<file path="src/rtl/sd_status_pkg.sv">
// Shared definitions for the SD socket status monitor: register offsets and debounce FSM states.
// Latency: n/a (constants and types only).
// Backpressure: n/a.
package sd_status_pkg;

  localparam logic [1:0] ADDR_DATA    = 2'd0;
  localparam logic [1:0] ADDR_IRQMASK = 2'd1;
  localparam logic [1:0] ADDR_EDGECAP = 2'd2;
  localparam logic [1:0] ADDR_STATUS  = 2'd3;

  typedef enum logic [1:0] {
    INIT  = 2'd0,
    IDLE  = 2'd1,
    CHECK = 2'd2
  } deb_state_t;

endpackage

</file>
<file path="src/rtl/sd_status_monitor_if.sv">
// Avalon-MM slave bus bundle for the SD socket status monitor.
// Latency: reads return one clk after the address is presented.
// Backpressure: none; the slave never inserts wait states.
interface sd_status_monitor_if;

  logic [1:0]  address;
  logic        chipselect;
  logic        write_n;
  logic [31:0] writedata;
  logic [31:0] readdata;

  modport master (
    output address, chipselect, write_n, writedata,
    input  readdata
  );

  modport slave (
    input  address, chipselect, write_n, writedata,
    output readdata
  );

endinterface

</file>
<file path="src/rtl/sd_debounce_ch.sv">
// One status pin: 2-flop synchroniser, settle counter and debounce FSM.
// Latency: a clean level change reaches stable about 2 + DEBOUNCE_CYCLES clk after the pin moves.
// Backpressure: none; edge_pulse is a single-cycle strobe the parent must capture.
module sd_debounce_ch
  import sd_status_pkg::*;
#(
  parameter int DEBOUNCE_CYCLES = 50000,
  parameter int CNT_W           = 16
) (
  input  logic clk,
  input  logic reset_n,
  input  logic pin,
  output logic sync_lvl,
  output logic stable,
  output logic valid,
  output logic edge_pulse
);

  localparam logic [CNT_W-1:0] CNT_LAST = CNT_W'(DEBOUNCE_CYCLES - 1);

  logic             meta;
  logic             sync_q;
  logic             sync_prev;
  deb_state_t       state, state_nxt;
  logic [CNT_W-1:0] cnt, cnt_nxt;
  logic             stable_nxt;
  logic             valid_nxt;

  assign sync_lvl = sync_q;

  // Bring the asynchronous pin into clk and keep one cycle of history for the initial settle.
  always_ff @(posedge clk or negedge reset_n) begin
    if (!reset_n) begin
      meta      <= 1'b0;
      sync_q    <= 1'b0;
      sync_prev <= 1'b0;
    end else begin
      meta      <= pin;
      sync_q    <= meta;
      sync_prev <= sync_q;
    end
  end

  // FSM state, settle counter and accepted level.
  always_ff @(posedge clk or negedge reset_n) begin
    if (!reset_n) begin
      state  <= INIT;
      cnt    <= '0;
      stable <= 1'b0;
      valid  <= 1'b0;
    end else begin
      state  <= state_nxt;
      cnt    <= cnt_nxt;
      stable <= stable_nxt;
      valid  <= valid_nxt;
    end
  end

  // Next-state logic: INIT waits for any level to hold, CHECK waits for a new level to hold.
  always_comb begin
    state_nxt  = state;
    cnt_nxt    = cnt;
    stable_nxt = stable;
    valid_nxt  = valid;
    edge_pulse = 1'b0;
    case (state)
      INIT: begin
        if (sync_q != sync_prev) begin
          cnt_nxt = '0;
        end else if (cnt == CNT_LAST) begin
          // First accepted level after reset is not a change, so no edge.
          stable_nxt = sync_q;
          valid_nxt  = 1'b1;
          cnt_nxt    = '0;
          state_nxt  = IDLE;
        end else begin
          cnt_nxt = cnt + CNT_W'(1);
        end
      end
      IDLE: begin
        cnt_nxt = '0;
        if (sync_q != stable) begin
          state_nxt = CHECK;
        end
      end
      CHECK: begin
        if (sync_q == stable) begin
          cnt_nxt   = '0;
          state_nxt = IDLE;
        end else if (cnt == CNT_LAST) begin
          stable_nxt = sync_q;
          edge_pulse = 1'b1;
          cnt_nxt    = '0;
          state_nxt  = IDLE;
        end else begin
          cnt_nxt = cnt + CNT_W'(1);
        end
      end
      default: begin
        cnt_nxt   = '0;
        state_nxt = INIT;
      end
    endcase
  end

endmodule

</file>
<file path="src/rtl/sd_status_monitor.sv">
// SD socket status monitor: debounced wp_n/cd_n levels, edge capture and maskable IRQ on Avalon-MM.
// Latency: readdata one clk after address; irq one clk after an edge capture or mask change.
// Backpressure: none; no waitrequest, every access completes in one cycle.
module sd_status_monitor
  import sd_status_pkg::*;
#(
  parameter int NUM_IN          = 2,
  parameter int DEBOUNCE_CYCLES = 50000,
  parameter int CNT_W           = 16
) (
  input  logic                 clk,
  input  logic                 reset_n,
  sd_status_monitor_if.slave   bus,
  input  logic [NUM_IN-1:0]    in_port,
  output logic                 irq
);

  logic [NUM_IN-1:0] sync_lvl;
  logic [NUM_IN-1:0] stable;
  logic [NUM_IN-1:0] valid;
  logic [NUM_IN-1:0] edge_pulse;
  logic [NUM_IN-1:0] irqmask;
  logic [NUM_IN-1:0] edgecap;
  logic [NUM_IN-1:0] ecap_clr;
  logic              wr_en;
  logic [31:0]       rd_nxt;
  logic              unused_wdata;

  for (genvar i = 0; i < NUM_IN; i++) begin : g_ch
    sd_debounce_ch #(
      .DEBOUNCE_CYCLES (DEBOUNCE_CYCLES),
      .CNT_W           (CNT_W)
    ) u_ch (
      .clk        (clk),
      .reset_n    (reset_n),
      .pin        (in_port[i]),
      .sync_lvl   (sync_lvl[i]),
      .stable     (stable[i]),
      .valid      (valid[i]),
      .edge_pulse (edge_pulse[i])
    );
  end

  assign wr_en        = bus.chipselect & ~bus.write_n;
  assign unused_wdata = ^bus.writedata[31:NUM_IN];

  // W1C mask for the edge-capture register.
  always_comb begin
    ecap_clr = '0;
    if (wr_en && (bus.address == ADDR_EDGECAP)) begin
      ecap_clr = bus.writedata[NUM_IN-1:0];
    end
  end

  // Read mux; an unselected bus reads as zero.
  always_comb begin
    rd_nxt = '0;
    if (bus.chipselect) begin
      case (bus.address)
        ADDR_DATA:    rd_nxt[NUM_IN-1:0] = stable;
        ADDR_IRQMASK: rd_nxt[NUM_IN-1:0] = irqmask;
        ADDR_EDGECAP: rd_nxt[NUM_IN-1:0] = edgecap;
        ADDR_STATUS: begin
          rd_nxt[NUM_IN-1:0]  = valid;
          rd_nxt[16 +: NUM_IN] = sync_lvl;
        end
        default: rd_nxt = '0;
      endcase
    end
  end

  // Register file, edge capture (a new edge beats a same-cycle clear), read data and irq.
  always_ff @(posedge clk or negedge reset_n) begin
    if (!reset_n) begin
      irqmask      <= '0;
      edgecap      <= '0;
      bus.readdata <= '0;
      irq          <= 1'b0;
    end else begin
      if (wr_en && (bus.address == ADDR_IRQMASK)) begin
        irqmask <= bus.writedata[NUM_IN-1:0];
      end
      edgecap      <= (edgecap & ~ecap_clr) | edge_pulse;
      bus.readdata <= rd_nxt;
      irq          <= |(edgecap & irqmask);
    end
  end

endmodule

</file>
<file path="src/flat_wrapper.sv">
// flat-port wrapper written by rule: the top's interface ports become plain ports
module sd_status_monitor_flat import sd_status_pkg::*;
#(
  parameter int NUM_IN          = 2,
  parameter int DEBOUNCE_CYCLES = 50000,
  parameter int CNT_W           = 16
)
  (clk, reset_n, in_port, irq, bus_address, bus_chipselect, bus_write_n, bus_writedata, bus_readdata);
  sd_status_monitor_if bus_i ();
  input  logic clk;
  input  logic reset_n;
  input  logic [NUM_IN-1:0] in_port;
  output logic irq;
  input wire logic [$bits(bus_i.address)-1:0] bus_address;
  input wire logic [$bits(bus_i.chipselect)-1:0] bus_chipselect;
  input wire logic [$bits(bus_i.write_n)-1:0] bus_write_n;
  input wire logic [$bits(bus_i.writedata)-1:0] bus_writedata;
  output wire logic [$bits(bus_i.readdata)-1:0] bus_readdata;
  assign bus_i.address = bus_address;
  assign bus_i.chipselect = bus_chipselect;
  assign bus_i.write_n = bus_write_n;
  assign bus_i.writedata = bus_writedata;
  assign bus_readdata = bus_i.readdata;
  sd_status_monitor #(.NUM_IN(NUM_IN), .DEBOUNCE_CYCLES(DEBOUNCE_CYCLES), .CNT_W(CNT_W)) u_core (.clk(clk), .reset_n(reset_n), .bus(bus_i), .in_port(in_port), .irq(irq));
endmodule
</file>
<file path="config.mk">
export PLATFORM = sky130hd
export DESIGN_NAME = sd_status_monitor_flat
export DESIGN_NICKNAME = d
export VERILOG_FILES = /design/src/rtl/sd_status_pkg.sv /design/src/rtl/sd_status_monitor_if.sv /design/src/rtl/sd_debounce_ch.sv /design/src/rtl/sd_status_monitor.sv /design/src/flat_wrapper.sv
export SDC_FILE = /design/constraint.sdc
export NUM_CORES = 1
export LEC_CHECK = 0
export ABC_CLOCK_PERIOD_IN_PS = 2000
export CORE_ASPECT_RATIO = 0.9
export CORE_MARGIN = 2
export CORE_UTILIZATION = 44
export DETAILED_ROUTE_END_ITERATION = 12
export GPL_ROUTABILITY_DRIVEN = 1
export PLACE_DENSITY = 0.72
export SYNTH_ARGS = -nofsm -noshare
export SYNTH_HDL_FRONTEND = slang
export SYNTH_SLANG_ARGS = --single-unit
</file>
<file path="constraint.sdc">
create_clock -name clk -period 2 [get_ports clk]
set_input_delay 0.6 -clock clk [delete_from_list [all_inputs] [get_ports clk]]
set_output_delay 0.6 -clock clk [all_outputs]
set_load 0.01 [all_outputs]
</file>
== Word-level counts from Yosys, hierarchy flattened ==
Index checks and enable logic that the tools add are counted.

* Word-level logic and storage cells: 99
* Output and inout port bits: 33
* Memories kept: 0
* RAM bits: 0
* Bits in registers: 69
* Bits in read-only memories: 0
* Bits in latches: 0
* Bits of input ports: 40

* Shift operators: 0
* Equality and inequality tests: 21
* Div/mod/pow operators: 0
* Reductions and logical operators: 14
* $mul: 0
* $add $sub $neg: 2
* $lt $le $gt $ge: 0
* Bitwise gates (word level): 8
* Muxes and demuxes: 36

{| class="wikitable"
|+ Operators with widths
! cell !! count
|-
| 16-bit 2-to-1 mux || 6
|-
| 16-bit one-hot mux with 2 select lines || 2
|-
| 16-bit by 1-bit adder with 16-bit output, second input constant || 2
|-
| 16-bit == test, second input constant || 2
|-
| 2-bit 2-to-1 mux || 10
|-
| 18-bit 2-to-1 mux || 1
|-
| 1-bit 2-to-1 mux || 12
|-
| 2-bit != test, second input constant || 6
|-
| 2-bit one-hot mux with 3 select lines || 2
|-
| 3-bit AND reduction || 4
|-
| 2-bit == test, second input constant || 4
|-
| 2-bit one-hot mux with 4 select lines || 1
|-
| 2-bit by 1-bit == test with 1-bit output, second input constant || 3
|-
| 2-bit logical NOT || 3
|-
| 2-bit bitwise AND || 2
|-
| 1-bit != test || 4
|-
| 1-bit one-hot mux with 2 select lines || 2
|-
| 2-bit AND reduction || 2
|-
| 2-bit nonzero test || 2
|-
| 1-bit NOT || 3
|-
| 1-bit == test || 2
|-
| 1-bit logical AND || 2
|-
| 2-bit NOT || 1
|-
| 2-bit OR || 1
|-
| 2 further kinds || 2
|}

== Depth between registers and ports, before layout ==
* Word-level depth: 7
* Gate-level depth with buffers: 6
* Mapped depth without buffers: 5

== Hierarchy ==
From an unflattened synthesis, not the netlist that was laid out.

* Cell total of the unflattened synthesis: 281
* Area, all modules: 2915.3 µm²

{| class="wikitable"
|+ By module, submodules not included
! module !! area each (µm²) !! times used !! sequential area each (µm²) !! cells each
|-
| sd_debounce_ch || 1153.6 || 2 || 575.6 || 113
|-
| sd_status_monitor || 608.1 || 1 || 225.2 || 55
|}

== Worst setup path before layout ==
OpenSTA, ideal clock, no wires.

* Path kind: reg-to-reg
* Start: register u_core.g_ch[1].u_ch.cnt[10]
* End: register u_core.g_ch[1].u_ch.stable
* Path slack: 0.073 ns
* Setup time: 0.133 ns
* Required time: 1.867 ns
* Arrival time: 1.794 ns
* Buffers on the path: 1
* Clock period less this slack: 1.927 ns
* Cell stages (with the launch flop): 6
* Cell sequence: dfrtp_1 -> or4_4 -> or4_1 -> buf_2 -> mux2i_1 -> o211ai_1

* Cells in the longest elaborated chain, start to end: 4
* Elaborated cells on any way between the ends: 5
* Those cells by class: eq/ne (1); mux (4)

{| class="wikitable"
|+ RTL lines
! item !! RTL line !! source
|-
| start: declaration || sd_debounce_ch.sv:25 || <nowiki>logic [CNT_W-1:0] cnt, cnt_nxt;</nowiki>
|-
| start signal: assignment || sd_debounce_ch.sv:53 || <nowiki>cnt <= cnt_nxt;</nowiki>
|-
| 16-bit == test (*) || sd_debounce_ch.sv:70, sd_debounce_ch.sv:90 ||
|-
| 1-bit 2-to-1 mux (*) || - ||
|-
| 1-bit 2-to-1 mux, on equally long branches || - ||
|-
| 1-bit one-hot mux with 2 select lines (*) || - ||
|-
| end signal: assignment || sd_debounce_ch.sv:54 || <nowiki>stable <= stable_nxt;</nowiki>
|-
| end: declaration || sd_debounce_ch.sv:14 || <nowiki>output logic stable,</nowiki>
|}

Every way passes the cells marked *; elsewhere a longest branch is shown, timed or not. The select of a mux whose other input is x is not followed.
A chain may end at the register's enable or synchronous reset.

== Worst setup path in the final report ==
Same ends and word-level chain as after synthesis.

==> reports/qor.txt <==
Clock Skews - 0.002928 ns
Total GRT Usage - 0.1533
number of routed nets with antenna violations - 0
Port Buffer Count - 14
R2R setup slack - 0.10 ns
residual DRC count - 0
slowest CP cell - or4_4
worst setup path category - reg2reg
Fmax achieved - 0.5276 GHz
Yosys warnings - 0
Setup Slack @ Placement - -0.07929 ns
status - complete, no violations
initial antenna violation count - 0
Synth Area in Compound Gates - 0.05985
Max-Cap Viols - 0
Sink Count - 55
number of diodes - 0
critical path arrival - 2.09 ns
final worst-path cycle share - 0.9477
starting density of the core - 0.4607
CTS buffer count - 5
hold_buf cts - 0
Cell Pwr Density - 661.6 nW/um2
worst r2r src - u_core.g_ch[1].u_ch.cnt[10]$_DFF_PN0_
ratio of cells with drive above 1 in the final layout - 0.1175
fin. max-slew vios - 0
largest net degree at the start of global routing - 56
Crit Path Max Fanout - 5
Clock Latency Late Sink - 0.31 ns
Critical Path Start Type - flop
first-pass GRT wire length - 8.597 mm
Synth Flop Type - dfrtp_1
Die Wd - 89.05 um
Leak - 1.337 nW
gpl congestion - 0.8216
post-CTS setup buffer count - 0
vias - 2023
total die area - 7172 um2
Clock Path Buffers - 2
Post-synth ARST share - 1.000
relative slew slack - 0.6408
vias in the first global route - 1850
worst reg2reg endpoint - u_core.g_ch[1].u_ch.stable$_DFFE_PN0P_
EDFF count, synth - 0
Initial DRC Count - 103
worst path cell trace - or4_4 > or4_4 > mux2i_1 > o211ai_1
cell mode on critical path - or4_4
Root Buffer - clkbuf_8
GR Overflow Total - 0
vias per cell - 5.032
Cell variety after synth - 47
CP required - 2.20 ns
dpl hpwl - 3.623 mm
CTS tree - done
First-pass DRT Iterations - 4
Worst Tran Pin Value - 0.5313 ns
Post-Syn Instances - 283
Post-Synth XOR/XNOR Area - 0.08563
Seq/Total Area, Yosys - 0.4806
simple-gate share of the synthesized area - 0.2385
die height - 80.54 um
largest family of logic cells by synthesized area - simple AND/OR/NAND/NOR gates
Post-DP Area - 3115 um2
Layout Nets - 356
Reg2Reg Depth - 4
Yosys reg bits - 55
num rows - 27
mux cell area share after synthesis - 0.03058
VDD IR-drop max - 313.4 uV
core area - 6216 um2
RSZ-0062 raised after global routing - no
Final WS setup - 0.1045 ns
area delta synth->final - 13.50%
final number of setup-violating endpoints - 0
Design Area, Final - 3251 um2
Critical Path Sink Type - flop
post-layout min period - 1.895 ns
final WL - 5.127 mm
mapped cell area - 2864 um2
WL/cell - 12.75 um
CTS clk-pin slew, worst paths - 0.10 ns
Ports - 73
adder-cell share of the synthesized area - 0.008737
max incr delay on CP - 0.58 ns
final hold violation count - 0
worst hold path class - in2async
Mapped Avg Cell Area - 10.12 um2
H-tree levels - 2
==> worst max path at each step <==
stage	startpoint	to	slack, ns	cells past startpoint
2_1_floorplan	u_core.g_ch[1].u_ch.cnt[10]$_DFF_PN0_	u_core.g_ch[1].u_ch.stable$_DFFE_PN0P_	0.07	5
3_3_place_gp	bus_address[1]	u_core.irqmask[0]$_DFFE_PN0P_	-0.09	4
3_5_place_dp	bus_address[1]	u_core.irqmask[1]$_DFFE_PN0P_	-0.08	4
4_1_cts	u_core.g_ch[1].u_ch.cnt[10]$_DFF_PN0_	u_core.g_ch[1].u_ch.cnt[15]$_DFF_PN0_	0.1	5
5_1_grt	u_core.g_ch[1].u_ch.cnt[10]$_DFF_PN0_	u_core.g_ch[1].u_ch.stable$_DFFE_PN0P_	0.03	4
6_report	u_core.g_ch[1].u_ch.cnt[10]$_DFF_PN0_	u_core.g_ch[1].u_ch.stable$_DFFE_PN0P_	0.10	4
==> cell families (layout without fill, tap and decap cells) <==
logic type | count (synthesis) | count (layout)
and+or+nand+nor | 122 | 122
DFF | 55 | 55
buffers and inverters | 44 | 49
xor gates and xnor gates | 28 | 28
AOI/OAI and AO/OA | 25 | 25
muxes | 6 | 6
adders and majority gates | 2 | 2
other | 1 | 28
==> per-stage QoR <==
stage / power, W / utilization / std cells / hold slack (ns) / setup TNS [ns]
floorplan: 0.001344 / - / 310 / 0.3044 / 0
global placement: 0.001393 / 0.5012 / 394 / 0.3315 / -0.2149
detailed placement: 0.001400 / 0.5012 / 394 / 0.3347 / -0.2257
CTS: 0.002179 / 0.5213 / 402 / 0.2752 / 0
global route: 0.002258 / 0.5229 / 402 / 0.2761 / 0
finish: 0.002151 / 0.5229 / 402 / 0.2648 / 0
==> cell usage in the layout (no fill, tap or decap), types with 3 or more instances in the layout <==
master,count
nor2_1,24
and2_1,4
clkbuf_8,6
dfrtp_1,55
nor4_1,4
a21oi_1,3
nor3_1,26
buf_4,16
nor2b_1,6
nand2_1,15
inv_1,10
conb_1,28
nand4_1,8
or3_1,3
xnor2_1,23
clkdlybuf4s50_1,13
o21ai_0,6
o31ai_1,4
nand3_1,10
xor2_1,5
==> cells in the mapped netlist, types with 2 or more instances <==
| library cell | number | share of area |
|---|---|---|
| xnor2_1 | 23 | 0.070 |
| o21ai_0 | 6 | 0.010 |
| nor3_1 | 26 | 0.045 |
| o211ai_1 | 2 | 0.0052 |
| clkbuf_1 | 5 | 0.0066 |
| or4_1 | 2 | 0.0052 |
| o31ai_1 | 4 | 0.010 |
| a21oi_1 | 3 | 0.0052 |
| mux2_2 | 2 | 0.0079 |
| inv_1 | 10 | 0.013 |
| mux4_2 | 2 | 0.016 |
| nor4b_1 | 2 | 0.0061 |
| nand4b_1 | 2 | 0.0061 |
| xor2_1 | 5 | 0.015 |
| o21a_1 | 2 | 0.0052 |
| nand3_1 | 10 | 0.017 |
| nand2_1 | 15 | 0.020 |
| dfrtp_1 | 55 | 0.48 |
| nor2_1 | 24 | 0.031 |
| nor4bb_1 | 2 | 0.0070 |
| and3_1 | 2 | 0.0044 |
| buf_4 | 28 | 0.073 |
| nor4_1 | 4 | 0.0087 |
| nor2b_1 | 6 | 0.013 |
| and4_1 | 2 | 0.0061 |
| or3_1 | 4 | 0.0087 |
| and2_1 | 4 | 0.0087 |
| a211oi_1 | 2 | 0.0052 |
| mux2i_1 | 2 | 0.0070 |
| and4b_1 | 2 | 0.0070 |
| ha_1 | 2 | 0.0087 |
| nand4_1 | 8 | 0.017 |
==> state kept, by name (all words and copies together) (netlist names) <==
signal / flops
u_core.g_ch.u_ch.stable: 2
u_core.g_ch.u_ch.state: 4
u_core.g_ch.u_ch.sync_lvl: 2
u_core.g_ch.u_ch.cnt: 32
u_core.irqmask: 2
u_core.g_ch.u_ch.valid: 2
u_core.edgecap: 2
u_core.irq: 1
u_core.bus.readdata: 4
u_core.g_ch.u_ch.sync_prev: 2
u_core.g_ch.u_ch.meta: 2
==> power by group <==
group          internal [W]  switching, W  total (W)  leakage (nW)
Sequential          0.00115     0.0000327    0.00119         0.742
Combinational     0.0000852      0.000104   0.000189         0.533
Clock              0.000412      0.000364   0.000776        0.0618
Total               0.00165      0.000500    0.00215          1.34
==> final cells by class <==
type / instances / area, um2
clock inverters: 2 / 38.79
fillers: 561 / 2965
well taps: 87 / 108.9
flip-flops and latches: 55 / 1376
clock buffers: 6 / 82.58
inverters: 10 / 37.54
repair buffers: 31 / 275.3
multi-input cells: 211 / 1331
==> worst max-delay path: cells and delay by family, from the launching register on <==
family / cells / cell delay (ns)
compound gates: 1 / 0.09
simple gates: 2 / 1.12
flops: 1 / 0.41
mux: 1 / 0.17
==> metal layers <==
layer / vias up / track usage / part of all wire
met1: 961 / 0.2151 / 0.50
li1: 1003 / - / -
met5: - / 0 / 0
met2: 55 / 0.2358 / 0.45
met4: 0 / 0.05075 / 0.0099
met3: 4 / 0.03186 / 0.041
==> repair_timing <==
action | in CTS | in global routing
gates resized for setup | 1 | 2
cloned | 0 | 0
setup endpoints to repair | 1 | 1
No activity file was read; power rests on OpenSTA's default activity.
